<file path="config.mk">
export PLATFORM = sky130hd
export DESIGN_NAME = irq_sequencer_flat
export DESIGN_NICKNAME = d
export VERILOG_FILES = /design/src/rtl/irq_sequencer_pkg.sv /design/src/rtl/irq_sequencer_if.sv /design/src/rtl/irq_sequencer_prio_enc.sv /design/src/rtl/irq_sequencer.sv /design/src/flat_wrapper.sv
export SDC_FILE = /design/constraint.sdc
export NUM_CORES = 1
export LEC_CHECK = 0
export ABC_AREA = 1
export BUFFER_PORTS_ARGS = -buffer_cell sky130_fd_sc_hd__buf_4
export CELL_PAD_IN_SITES_DETAIL_PLACEMENT = 1
export CELL_PAD_IN_SITES_GLOBAL_PLACEMENT = 2
export CORE_UTILIZATION = 30
export DETAILED_ROUTE_END_ITERATION = 10
export GPL_ROUTABILITY_DRIVEN = 0
export GPL_TIMING_DRIVEN = 1
export PLACE_DENSITY_LB_ADDON = 0.1
export SYNTH_ARGS = -nofsm -noshare
export SYNTH_HDL_FRONTEND = slang
export SYNTH_HIERARCHICAL = 1
export SYNTH_SLANG_ARGS = --single-unit
</file>
<file path="constraint.sdc">
create_clock -name clk -period 1.6 [get_ports clk]
set_input_delay 0.24 -clock clk [delete_from_list [all_inputs] [get_ports clk]]
set_output_delay 0.24 -clock clk [all_outputs]
set_load 0.005 [all_outputs]
</file>
<file path="src/rtl/irq_sequencer_pkg.sv">
// Shared constants for the TV80 interrupt sequencer: register map, FSM states
// and the RST opcode base used to build acknowledge vectors.
package irq_pkg;

  localparam logic [1:0] IRQ_REG_MASK = 2'd0;
  localparam logic [1:0] IRQ_REG_PEND = 2'd1;
  localparam logic [1:0] IRQ_REG_ISR  = 2'd2;
  localparam logic [1:0] IRQ_REG_EDGE = 2'd3;

  // RST 00h opcode; line n becomes RST n*8
  localparam logic [7:0] IRQ_RST_BASE = 8'hC7;

  typedef enum logic [1:0] {
    IDLE    = 2'd0,
    REQ     = 2'd1,
    ACK     = 2'd2,
    SERVICE = 2'd3
  } irq_state_e;

  function automatic logic [7:0] irq_vector(input logic [2:0] idx);
    return IRQ_RST_BASE | {2'b00, idx, 3'b000};
  endfunction

endpackage

</file>
<file path="src/rtl/irq_sequencer_if.sv">
// CPU-side bus of the interrupt sequencer: TV80 M1/IORQ, the I/O register
// window strobes, and the two outputs back to the CPU.
interface irq_sequencer_if;
  logic       m1_n;
  logic       iorq_n;
  logic       cs_n;
  logic       rd_n;
  logic       wr_n;
  logic [1:0] addr;
  logic [7:0] data_in;
  logic [7:0] data_out;
  logic       int_n;

  modport master (
    output m1_n, iorq_n, cs_n, rd_n, wr_n, addr, data_in,
    input  data_out, int_n
  );

  modport slave (
    input  m1_n, iorq_n, cs_n, rd_n, wr_n, addr, data_in,
    output data_out, int_n
  );
endinterface

</file>
<file path="src/rtl/irq_sequencer_prio_enc.sv">
// Fixed-priority encoder: bit 0 wins. Gives the winning index and its RST vector.
module irq_prio_enc
  import irq_pkg::*;
(
  input  logic [7:0] req,
  output logic       valid,
  output logic [2:0] idx,
  output logic [7:0] vec
);

  // Scan from the lowest priority up so the last hit is the highest priority
  always_comb begin
    valid = 1'b0;
    idx   = 3'd0;
    for (int i = 7; i >= 0; i--) begin
      if (req[i]) begin
        valid = 1'b1;
        idx   = 3'(i);
      end
    end
    vec = irq_vector(idx);
  end

endmodule

</file>
<file path="src/rtl/irq_sequencer.sv">
// TV80 mode-0 interrupt sequencer: synchronizes and latches requests, applies
// mask and fixed priority, answers INTA with an RST opcode and tracks
// in-service lines until EOI.
// Optional build macro IRQ_SEQUENCER_NESTED_EN lets a strictly higher-priority
// request preempt a line that is in service.
module irq_sequencer
  import irq_pkg::*;
#(
  parameter int NUM_IRQ     = 8,
  parameter int SYNC_STAGES = 2
) (
  input  logic               clk,
  input  logic               reset,
  input  logic [NUM_IRQ-1:0] irq_in,
  irq_sequencer_if.slave     bus
);

  localparam logic [7:0] LINE_MASK = 8'((16'd1 << NUM_IRQ) - 16'd1);

  logic [SYNC_STAGES-1:0][7:0] sync_q;
  logic [7:0] irq_s, irq_d, irq_ext;
  logic [7:0] mask, pending, isr, edge_cfg, active;
  logic [7:0] set_vec, pend_clr, isr_nxt, dout;
  logic [7:0] act_vec, win_vec;
  logic [2:0] act_idx, win_idx;
  logic       act_valid, req_ok, inta, rd_en, wr_lvl, wr_q, wr_stb, ack_done, eoi;
  logic       int_q;
  irq_state_e state;

  assign irq_ext  = 8'(irq_in);
  assign irq_s    = sync_q[SYNC_STAGES-1];
  assign inta     = ~bus.m1_n & ~bus.iorq_n;
  assign rd_en    = ~bus.cs_n & ~bus.rd_n;
  assign wr_lvl   = ~bus.cs_n & ~bus.wr_n;
  assign wr_stb   = wr_lvl & ~wr_q;
  assign active   = pending & ~mask;
  assign ack_done = (state == ACK) & bus.iorq_n;
  assign eoi      = wr_stb & (bus.addr == IRQ_REG_ISR) & (isr != 8'd0);

  // Level lines pend while high; edge lines only on a synchronized rise
  assign set_vec  = irq_s & ~(edge_cfg & irq_d) & LINE_MASK;
  assign pend_clr = ((wr_stb && bus.addr == IRQ_REG_PEND) ? bus.data_in : 8'd0)
                  | (ack_done ? (8'd1 << win_idx) : 8'd0);

  irq_prio_enc u_act_enc (
    .req   (active),
    .valid (act_valid),
    .idx   (act_idx),
    .vec   (act_vec)
  );

`ifdef IRQ_SEQUENCER_NESTED_EN
  logic       isr_valid;
  logic [2:0] isr_idx;
  logic [7:0] isr_vec;

  irq_prio_enc u_isr_enc (
    .req   (isr),
    .valid (isr_valid),
    .idx   (isr_idx),
    .vec   (isr_vec)
  );

  // Vectors grow with index, so comparing them orders priority as well
  assign req_ok = act_valid & (~isr_valid | ((act_idx < isr_idx) & (act_vec < isr_vec)));
`else
  assign req_ok = act_valid & (isr == 8'd0);
`endif

  // Next in-service set: EOI drops the highest-priority bit, ACK adds the winner
  always_comb begin
    isr_nxt = isr;
    if (eoi)      isr_nxt = isr & (isr - 8'd1);
    if (ack_done) isr_nxt[win_idx] = 1'b1;
  end

  // Synchronizers, request latching and the software-visible registers
  always_ff @(posedge clk) begin
    if (reset) begin
      sync_q   <= '0;
      irq_d    <= 8'd0;
      wr_q     <= 1'b0;
      mask     <= 8'hFF & LINE_MASK;
      pending  <= 8'd0;
      isr      <= 8'd0;
      edge_cfg <= 8'd0;
    end else begin
      sync_q[0] <= irq_ext;
      for (int i = 1; i < SYNC_STAGES; i++) sync_q[i] <= sync_q[i-1];
      irq_d   <= irq_s;
      wr_q    <= wr_lvl;
      pending <= (pending & ~pend_clr) | set_vec;
      isr     <= isr_nxt;
      if (wr_stb) begin
        case (bus.addr)
          IRQ_REG_MASK: mask     <= bus.data_in & LINE_MASK;
          IRQ_REG_EDGE: edge_cfg <= bus.data_in & LINE_MASK;
          default: ;
        endcase
      end
    end
  end

  // Request/acknowledge sequencing; int_n is registered here
  always_ff @(posedge clk) begin
    if (reset) begin
      state   <= IDLE;
      int_q   <= 1'b1;
      win_idx <= 3'd0;
      win_vec <= 8'd0;
    end else begin
      case (state)
        IDLE: if (req_ok) begin
          state <= REQ;
          int_q <= 1'b0;
        end
        REQ: if (!req_ok) begin
          state <= (isr != 8'd0) ? SERVICE : IDLE;
          int_q <= 1'b1;
        end else if (inta) begin
          win_idx <= act_idx;
          win_vec <= act_vec;
          state   <= ACK;
          int_q   <= 1'b1;
        end
        ACK: if (bus.iorq_n) state <= SERVICE;
        SERVICE: begin
          if (isr_nxt == 8'd0) state <= IDLE;
`ifdef IRQ_SEQUENCER_NESTED_EN
          else if (req_ok) begin
            state <= REQ;
            int_q <= 1'b0;
          end
`endif
        end
        default: state <= IDLE;
      endcase
    end
  end

  // OR-bus read data: INTA vector first, then register reads, else zero
  always_comb begin
    dout = 8'd0;
    if (inta) begin
      case (state)
        REQ:     dout = act_vec;
        ACK:     dout = win_vec;
        default: dout = 8'hFF;
      endcase
    end else if (rd_en) begin
      case (bus.addr)
        IRQ_REG_MASK: dout = mask;
        IRQ_REG_PEND: dout = pending;
        IRQ_REG_ISR:  dout = isr;
        default:      dout = edge_cfg;
      endcase
    end
  end

  assign bus.data_out = dout;
  assign bus.int_n    = int_q;

endmodule
</file>
<file path="src/flat_wrapper.sv">
// flat-port wrapper written by rule: the top's interface ports become plain ports
module irq_sequencer_flat import irq_pkg::*;
#(
  parameter int NUM_IRQ     = 8,
  parameter int SYNC_STAGES = 2
)
  (clk, reset, irq_in, bus_m1_n, bus_iorq_n, bus_cs_n, bus_rd_n, bus_wr_n, bus_addr, bus_data_in, bus_data_out, bus_int_n);
  irq_sequencer_if bus_i ();
  input  logic clk;
  input  logic reset;
  input  logic [NUM_IRQ-1:0] irq_in;
  input wire logic [$bits(bus_i.m1_n)-1:0] bus_m1_n;
  input wire logic [$bits(bus_i.iorq_n)-1:0] bus_iorq_n;
  input wire logic [$bits(bus_i.cs_n)-1:0] bus_cs_n;
  input wire logic [$bits(bus_i.rd_n)-1:0] bus_rd_n;
  input wire logic [$bits(bus_i.wr_n)-1:0] bus_wr_n;
  input wire logic [$bits(bus_i.addr)-1:0] bus_addr;
  input wire logic [$bits(bus_i.data_in)-1:0] bus_data_in;
  output wire logic [$bits(bus_i.data_out)-1:0] bus_data_out;
  output wire logic [$bits(bus_i.int_n)-1:0] bus_int_n;
  assign bus_i.m1_n = bus_m1_n;
  assign bus_i.iorq_n = bus_iorq_n;
  assign bus_i.cs_n = bus_cs_n;
  assign bus_i.rd_n = bus_rd_n;
  assign bus_i.wr_n = bus_wr_n;
  assign bus_i.addr = bus_addr;
  assign bus_i.data_in = bus_data_in;
  assign bus_data_out = bus_i.data_out;
  assign bus_int_n = bus_i.int_n;
  irq_sequencer #(.NUM_IRQ(NUM_IRQ), .SYNC_STAGES(SYNC_STAGES)) u_core (.clk(clk), .reset(reset), .irq_in(irq_in), .bus(bus_i));
endmodule
</file>
==> results of run 1 <==
==> through the flow <==
stage | utilization (%) | setup TNS, ns | instance area (um^2) | instances
after CTS | 43.5 | -7.24 | 4740 | 728
after detailed placement | 39.0 | -2.52 | 4240 | 699
after global placement | 39.0 | -1.95 | 4240 | 699
after floorplan | - | 0 | 3410 | 481
after global routing | 45.1 | -7.43 | 4910 | 733
final | 45.1 | -5.58 | 4910 | 733
==> worst paths after layout <==
check / startpoint / slack [ns] / to
worst max-delay path: u_core/pending[7] / -0.49 / bus_data_out[5]
worst min register to register: u_core/sync_q[3] / 0.41 / u_core/irq_s[3]
worst max register to register: u_core/pending[7] / -0.28 / u_core/state[0]
worst min-delay path: bus_wr_n / 0.04 / u_core/wr_q
==> state kept, by name, indices dropped and copies added (netlist names), named ones only <==
register / count
u_core/mask: 8
u_core/win_vec: 8
u_core/pending: 8
u_core/sync_q: 8
u_core/state: 1
u_core/irq_d: 8
u_core/irq_s: 8
u_core/bus.int_n: 1
u_core/isr: 8
u_core/edge_cfg: 8
u_core/win_idx: 3
u_core/wr_q: 1
==> layer usage <==
metal  vias to the layer above  wire length, um  track usage, %
met1                      1642             5330            26.6
li1                       1727                -               -
met5                         -                0               0
met2                        57             5670            36.9
met3                        19              401            3.80
met4                         0              312            10.9
==> power groups by stage <==
stage	combinational, mW	clock (mW)	sequential [mW]
finish	0.804	1.39	1.86
global route	0.877	1.51	1.87
CTS	0.748	1.45	1.86
detailed placement	0.629	0	1.90
global placement	0.618	0	1.89
floorplan	0.330	0	1.90
==> cells by family (layout without fill, tap and decap cells) <==
family | Yosys count | count (layout) | synth area share, %
fa+ha+maj | 4 | 4 | 1.48
flops | 71 | 71 | 42.1
buf+inv | 112 | 224 | 13.9
compound gates | 99 | 99 | 18.1
other cells | 1 | 5 | 0.111
simple gates | 190 | 190 | 24.4
==> final cells by class <==
cell class | count | share of cell area [%]
Multi-Input combinational cell | 298 | 36.5
Clock inverter | 3 | 0.331
Sequential cell | 71 | 29.3
Timing Repair Buffer | 122 | 20.2
Inverter | 87 | 6.85
Tap cell | 140 | 3.57
Clock buffer | 12 | 3.36
==> cells in the final DEF, fill, tap and decap left out, drive strengths merged <==
cell | synthesis | layout
a211oi | 7 | 7
a21oi | 39 | 39
a31oi | 2 | 2
a32o | 8 | 8
buf | 13 | 122
clkbuf | 12 | 12
clkinv | 1 | 3
conb | 1 | 5
dfxtp | 71 | 71
ha | 4 | 4
inv | 86 | 87
nand2 | 78 | 78
nand3 | 31 | 31
nand4 | 1 | 1
nor2 | 73 | 73
nor3 | 6 | 6
o211ai | 7 | 7
o21a | 4 | 4
o21ai | 27 | 27
o21bai | 1 | 1
o221ai | 3 | 3
o22ai | 1 | 1
or2 | 1 | 1
==> worst max-delay path, delay by kind of cell, from the launching register on <==
| kind | cells | cell delay (ns) |
|---|---|---|
| flip-flops | 1 | 0.32 |
| AO/OA/AOI/OAI | 1 | 0.24 |
| buffers and inverters | 2 | 0.16 |
| AND/OR/NAND/NOR | 6 | 0.76 |
==> repair_timing <==
item                       4_1_cts  5_1_grt
gates cloned                     1        0
pin swaps                       24       22
setup endpoints to repair       22       22
setup buffers                   13        9
gates resized for setup         68       46
==> out/qor.txt, run 1 <==
Outcome -> finished, violations left
Failing checks -> negative setup slack
Register area -> 0.00144 mm^2
Ratio of cells with drive above 1 in the final layout -> 38.1%
Nets -> 618
Largest net degree at the start of global routing -> 22
Synth top cells by count -> inv_1, nand2_1, dfxtp_1, nor2_1, a21oi_1
Clk slew on worst S/H paths -> 0.08 ns
Clock buffer depth -> 2
Die height -> 108 um
Sw Ratio -> 28.9%
Hold Fails Final Rpt -> 0
Skew final -> 0.0105 ns
CP required -> 1.36 ns
Pwr Density -> 827 mW/mm^2
Chip width -> 108 um
Avg Cell Area, Syn -> 7.08 um^2
Diode count -> 0
DRT Pass-1 Iters -> 4
WS Path Type -> flip-flop to output pin
Critical Path Sink Type -> output pin
Post-route ant nets -> 0
Switching power -> 1.17 mW
Row cnt -> 38
Drt wl/cell -> 16.0 um
Pwr Total -> 4.06 mW
Via count -> 3,445
Max Transition Viols Final -> 0
Synth top area cells -> dfxtp_1, inv_1, nand2_1
Leakage power -> 2.15 nW
Synth warn -> 6
Vias in the first global route -> 3,600
Core area -> 0.0109 mm^2
Post-synth top area share -> 42.1%
Fraction of registers with async set/reset -> 0%
Post-synthesis sequential area ratio -> 42.1%
Number of enable flip-flop cells after synthesis -> 0
P&R area growth vs syn -> 45.4%
Post-Syn Area -> 0.00338 mm^2
Final setup fails -> 22
Most used cell, CP -> nor2_2
Seq pwr share -> 45.9%
Dominant cell type by area after synthesis -> dfxtp_1
Hold Path Class -> primary input to flip-flop
Cell count after synthesis -> 477
Antenna violations before repair -> 0
Max-cap violation count -> 0
Root Buffer -> clkbuf_8
Yosys cell types -> 33
First-pass GRT wire length -> 18.6 mm
Part of the power in combinational logic -> 19.8%
Vias/cell -> 4.70
I/O Buffers -> 33
F_max -> 478 MHz
Detail Placement HPWL -> 8.56 mm
Hold Buf Count CTS -> 0
Starting Density -> 31.0%
Clock sinks -> 71
Fin crit period -> 2.09 ns
Final period util -> 131%
Worst-case hold slack -> 0.0415 ns
Max IR drop VDD -> 0.472 mV
Die area -> 0.0117 mm^2
Total GRT Usage -> 21.8%
Grt total ovfl -> 0
Num CTS Buffers -> 9
Post-place setup slack -> -0.243 ns
Clock Power Share -> 34.3%
Top Ports -> 34
P_int -> 2.89 mW
Detailed Route WL -> 11.7 mm
Final WS setup -> -0.494 ns
CP peak stage delay -> 0.32 ns
Type of origin of the critical path -> flip-flop
Min-Delay Path Depth -> 2
Slowest-stage cell, CP -> dfxtp_2
RSZ-0062 raised after global routing -> yes
DRC -> 0
Clk_lat worst skew -> 0.37 ns
Ys flop type -> dfxtp_1
Cell with the most instances after synthesis -> inv_1
H-tree depth -> 3
Crit-path cells -> inv_2 -> nor2_2 -> or2_4 -> nor3_4 -> nor2_2 -> nand2_1 -> nand3_2 -> a32o_2 -> buf_6
Drt first-iter violations -> 103
CTS tree -> yes
Filler cells -> 1,370
Multi-input gate area -> 0.00179 mm^2
Critical-path maximum fanout -> 2
R2R cell count -> 14
Worst endpoint data arrival time -> 1.85 ns
FF+latch count, synth -> 71
No activity file was read; power rests on OpenSTA's default activity.
==> run 2: changes to the inputs <==
==> constraint.sdc (replaced) <==
create_clock -name clk -period 1.6 [get_ports clk]
set_input_delay 0.32 -clock clk [delete_from_list [all_inputs] [get_ports clk]]
set_output_delay 0.32 -clock clk [all_outputs]
set_load 0.005 [all_outputs]
==> run 2 against run 1 <==
Clock power is 3% lower. Die area stayed put. The run still ends with negative setup slack left. Hold slack better by 0.084 ns. Register-to-register slack worse by 0.18 ns. Wire length is 2.7% lower. Critical path depth is 1 higher. Global-route usage is 0.25 points lower. Power is 1.1% lower. Sequential power hardly changed.
==> out/qor.txt, run 2 (same netlist as run 1, synthesis figures left out) <==
Min-Delay Path Depth -> 2
Die area -> 0.0117 mm^2
Post-route ant nets -> 0
Failing checks -> negative setup slack
Total GRT Usage -> 21.6%
Antenna violations before repair -> 0
Hold Fails Final Rpt -> 0
Clk_lat worst skew -> 0.36 ns
DRT Pass-1 Iters -> 4
Max Transition Viols Final -> 0
Final setup fails -> 22
First-pass GRT wire length -> 18.9 mm
Drt wl/cell -> 15.4 um
Clock buffer depth -> 2
Outcome -> finished, violations left
Vias in the first global route -> 3,594
Final period util -> 135%
H-tree depth -> 3
R2R cell count -> 14
Hold Path Class -> primary input to flip-flop
WS Path Type -> flip-flop to output pin
Max IR drop VDD -> 0.663 mV
Critical Path Sink Type -> output pin
Diode count -> 0
Reg-to-Reg End -> u_core/win_vec[5]
Largest net degree at the start of global routing -> 35
RSZ-0062 raised after global routing -> yes
Commonest cells after routing, fill and taps aside -> buf_4, inv_1, nand2_1, dfxtp_1, nor2_1
Max-cap violation count -> 0
Drt first-iter violations -> 132
Pwr Density -> 814 mW/mm^2
Filler cells -> 1,366
Top Ports -> 34
Chip width -> 108 um
Placed cell area -> 0.00429 mm^2
Via count -> 3,435
Final WS setup -> -0.565 ns
Ratio of cells with drive above 1 in the final layout -> 36.8%
I/O Buffers -> 33
Register area -> 0.00143 mm^2
Type of origin of the critical path -> flip-flop
Nets -> 624
Grt total ovfl -> 0
Clk slew on worst S/H paths -> 0.08 ns
Worst endpoint data arrival time -> 1.85 ns
Die height -> 108 um
Worst Hold Path EP -> u_core/wr_q
Critical-path maximum fanout -> 3
Reg2reg setup slack -> -0.46 ns
Final cell count without fillers -> 740
F_max -> 462 MHz
Num CTS Buffers -> 9
Hold Buf Count CTS -> 0
Worst-case hold slack -> 0.126 ns
Total placed cells including tap cells -> 705
Commonest non-fill, non-tap cell in the layout -> buf_4
P&R area growth vs syn -> 46.0%
R2r startpoint -> u_core/pending[7]
Core area -> 0.0109 mm^2
CTS tree -> yes
Vias/cell -> 4.64
CP required -> 1.28 ns
Fin crit period -> 2.17 ns
Root Buffer -> clkbuf_8
Detail Placement HPWL -> 8.41 mm
DRC -> 0
Detailed Route WL -> 11.4 mm
Clock sinks -> 71
Multi-input gate area -> 0.00178 mm^2
Leakage power -> 2.18 nW
Skew final -> 0.00853 ns
Hold Path Origin -> bus_wr_n
Starting Density -> 31.0%
Row cnt -> 38
Post-route cell area -> 0.00493 mm^2
## run 2: changes by cell type in the layout (fill, tap and decap cells not counted), moves of 4 or more
cell and change:
a21oi_1 +10, a21oi_2 -10, buf_4 +6, inv_1 +6, inv_2 -6, nand3_1 -4, nand3_2 +4
## run 2: timing repair
action                     4_1_cts  5_1_grt
pin swaps                       24       18
resized for setup               54       36
setup endpoints to repair       29       27
setup buffers                   21        1
## run 2: area by class of cell
type | instances | share of cell area (%)
multi-input cells | 298 | 36.0
flip-flops and latches | 71 | 29.1
repair buffers | 128 | 20.9
inverters | 87 | 6.82
well taps | 140 | 3.55
clock buffers | 9 | 2.51
clock inverters | 7 | 1.12
## run 2: worst max-delay path by stage
stage,from,end,slack (ns),cells after the start
2_1_floorplan,u_core/state[0],flip-flop,0.006,13
3_3_place_gp,u_core/state[0],flip-flop,-0.32,14
3_5_place_dp,u_core/state[0],u_core/state[0],-0.41,14
4_1_cts,u_core/pending[7],bus_data_out[5],-0.62,9
5_1_grt,u_core/pending[7],bus_data_out[4],-0.64,10
6_report,u_core/pending[7],bus_data_out[4],-0.57,10
## run 2: metal layers
layer  vias to the layer above  wire [um]  global-route usage [%]
met5                         -          0                       0
met4                         0        231                    7.73
met3                        12        416                    5.24
met2                        52       5410                    34.9
met1                      1626       5340                    27.8
li1                       1745          -                       -
## run 2: per-stage QoR
step | util, % | TNS [ns] | worst slack (ns) | total power [mW]
3_5_place_dp | 39.4 | -4.09 | -0.410 | 2.56
3_3_place_gp | 39.4 | -3.59 | -0.321 | 2.55
2_1_floorplan | - | 0 | 0.00634 | 2.23
5_1_grt | 45.3 | -10.03 | -0.644 | 4.24
4_1_cts | 43.9 | -8.20 | -0.616 | 4.03
6_report | 45.3 | -8.02 | -0.565 | 4.01
## run 2: worst max-delay path, cell delays in order (launching register included)
cell,delay (ns)
dfxtp_2,0.33
inv_2,0.06
nor2_2,0.04
or2_4,0.26
buf_6,0.12
nand3_4,0.06
a31oi_4,0.10
nand2_2,0.08
nand3_2,0.07
a32o_1,0.22
buf_4,0.13
## run 2: power by group
part           switching [mW]  leakage [nW]  internal [mW]  total, mW
logic                   0.411          1.51          0.391      0.802
registers              0.0299         0.581           1.83       1.86
clock network           0.777        0.0862          0.575       1.35
==> run 3: changes to the inputs <==
--- a/config.mk
+++ b/config.mk
@@ -14,6 +14,7 @@
 export GPL_ROUTABILITY_DRIVEN = 0
 export GPL_TIMING_DRIVEN = 1
 export PLACE_DENSITY_LB_ADDON = 0.1
+export RECOVER_POWER = 25
 export SYNTH_ARGS = -nofsm -noshare
 export SYNTH_HDL_FRONTEND = slang
 export SYNTH_HIERARCHICAL = 1
==> run 3 against run 2 <==
The run still ends with negative setup slack left. Hold slack about the same. Sequential share of layout area up 0.067 points. Power about the same. Clock skew is essentially flat. Sequential cell count unchanged. Core utilization fell by 0.10 points. Non-clock buffer count is the same. Critical path type unchanged. Critical endpoint unchanged. Largest cell class unchanged. Highest routed layer unchanged.
==> out/qor.txt, run 3 (same netlist as run 1, synthesis figures left out) <==
Commonest non-fill, non-tap cell in the layout -> buf_4
DRT Pass-1 Iters -> 4
Max IR drop VDD -> 0.662 mV
Core Util, Final -> 45.2%
I/O Buffers -> 33
Grt total ovfl -> 0
Diode count -> 0
Final WS setup -> -0.566 ns
H-tree depth -> 3
Critical-path maximum fanout -> 3
Die height -> 108 um
Type of origin of the critical path -> flip-flop
Pwr Density -> 815 mW/mm^2
Worst-case hold slack -> 0.125 ns
Clock sinks -> 71
Fin crit period -> 2.17 ns
Detail Placement HPWL -> 8.41 mm
Slew HR -> 47.9%
Vias/cell -> 4.67
Largest net degree at the start of global routing -> 35
Ratio of cells with drive above 1 in the final layout -> 36.3%
Hold Buf Count CTS -> 0
Top Ports -> 34
Max-cap violation count -> 0
Critical Path Sink Type -> output pin
Final cell count without fillers -> 740
R2R cell count -> 14
Skew final -> 0.00859 ns
Root Buffer -> clkbuf_8
Commonest cells after routing, fill and taps aside -> buf_4, inv_1, nand2_1, dfxtp_1, nor2_1
Nets -> 624
Drt wl/cell -> 15.4 um
Die area -> 0.0117 mm^2
Total placed cells including tap cells -> 705
P&R area growth vs syn -> 45.7%
Reg-to-Reg End -> u_core/win_vec[5]
Via count -> 3,456
Post-place setup slack -> -0.410 ns
Chip width -> 108 um
Reg2reg setup slack -> -0.46 ns
Max Transition Viols Final -> 0
Row cnt -> 38
F_max -> 462 MHz
Leakage power -> 2.17 nW
Slew @ Worst Pin -> 0.782 ns
Starting Density -> 31.0%
First-pass GRT wire length -> 18.9 mm
Final period util -> 135%
Detailed Route WL -> 11.4 mm
Antenna violations before repair -> 0
Worst setup path start -> u_core/pending[7]
Failing checks -> negative setup slack
Num CTS Buffers -> 9
Total GRT Usage -> 21.6%
Drt first-iter violations -> 135
Outcome -> finished, violations left
R2r startpoint -> u_core/pending[7]
Clk slew on worst S/H paths -> 0.08 ns
Final setup fails -> 22
Clock buffer depth -> 2
Worst setup endpoint -> bus_data_out[4]
RSZ-0062 raised after global routing -> yes
DRC -> 0
Clk_lat worst skew -> 0.36 ns
Hold Path Class -> primary input to flip-flop
Worst endpoint data arrival time -> 1.85 ns
Post-route ant nets -> 0
Vias in the first global route -> 3,594
Core area -> 0.0109 mm^2
CTS tree -> yes
CP required -> 1.28 ns
Min-Delay Path Depth -> 2
WS Path Type -> flip-flop to output pin
Hold Fails Final Rpt -> 0
-- run 3: cell count changes in the layout (fill, tap and decap cells not counted), sizes merged --
cell	delta
buf	-3
clkbuf	+3
-- run 3: routing by layer --
metal / up-vias / GRT usage, % / wire, um
met5: - / 0 / 0
met2: 53 / 34.9 / 5420
met3: 14 / 5.24 / 380
met4: 0 / 7.73 / 237
li1: 1744 / - / -
met1: 1645 / 27.8 / 5390
-- run 3: what timing repair did --
| item | in CTS | in global routing |
|---|---|---|
| gates resized for setup | 54 | 36 |
| buffers inserted | 21 | 1 |
| pin swaps | 24 | 18 |
| setup endpoints to repair | 29 | 27 |
-- run 3: how the worst min path moves through the flow --
| stage | from | end | slack (ns) |
|---|---|---|---|
| after detailed placement | u_core/sync_q[4] | u_core/irq_s[4] | 0.40 |
| after CTS | bus_wr_n | u_core/wr_q | 0.11 |
| after global routing | bus_wr_n | u_core/wr_q | 0.12 |
| after floorplan | u_core/sync_q[0] | u_core/irq_s[0] | 0.39 |
| final | bus_wr_n | u_core/wr_q | 0.13 |
| after global placement | u_core/sync_q[4] | u_core/irq_s[4] | 0.39 |
-- run 3: cell type report --
class,instances,area [um^2]
fillers,1370,5970
multi-input cells,298,1780
flip-flops and latches,71,1430
repair buffers,128,1020
inverters,87,337
well taps,140,175
clock buffers,9,124
clock inverters,7,55.1
-- run 3: stage by stage --
stage	area (um^2)	TNS, ns	total power, mW
2_1_floorplan	3420	0	2.23
3_3_place_gp	4290	-3.59	2.55
3_5_place_dp	4290	-4.09	2.56
4_1_cts	4780	-8.20	4.03
5_1_grt	4920	-10.08	4.24
6_report	4920	-8.11	4.01
-- run 3: critical path, stage by stage (launching register included) --
cell and delay [ns]:
dfxtp_2 0.33, inv_2 0.06, nor2_2 0.04, or2_4 0.26, buf_6 0.12, nand3_4 0.06
a31oi_4 0.10, nand2_2 0.08, nand3_2 0.07, a32o_1 0.22, buf_4 0.13
-- run 3: report_power, final --
group | switching [mW] | internal (mW) | total (mW)
clock | 0.777 | 0.575 | 1.35
sequential | 0.0299 | 1.83 | 1.86
combinational | 0.412 | 0.388 | 0.799
total | 1.22 | 2.79 | 4.01
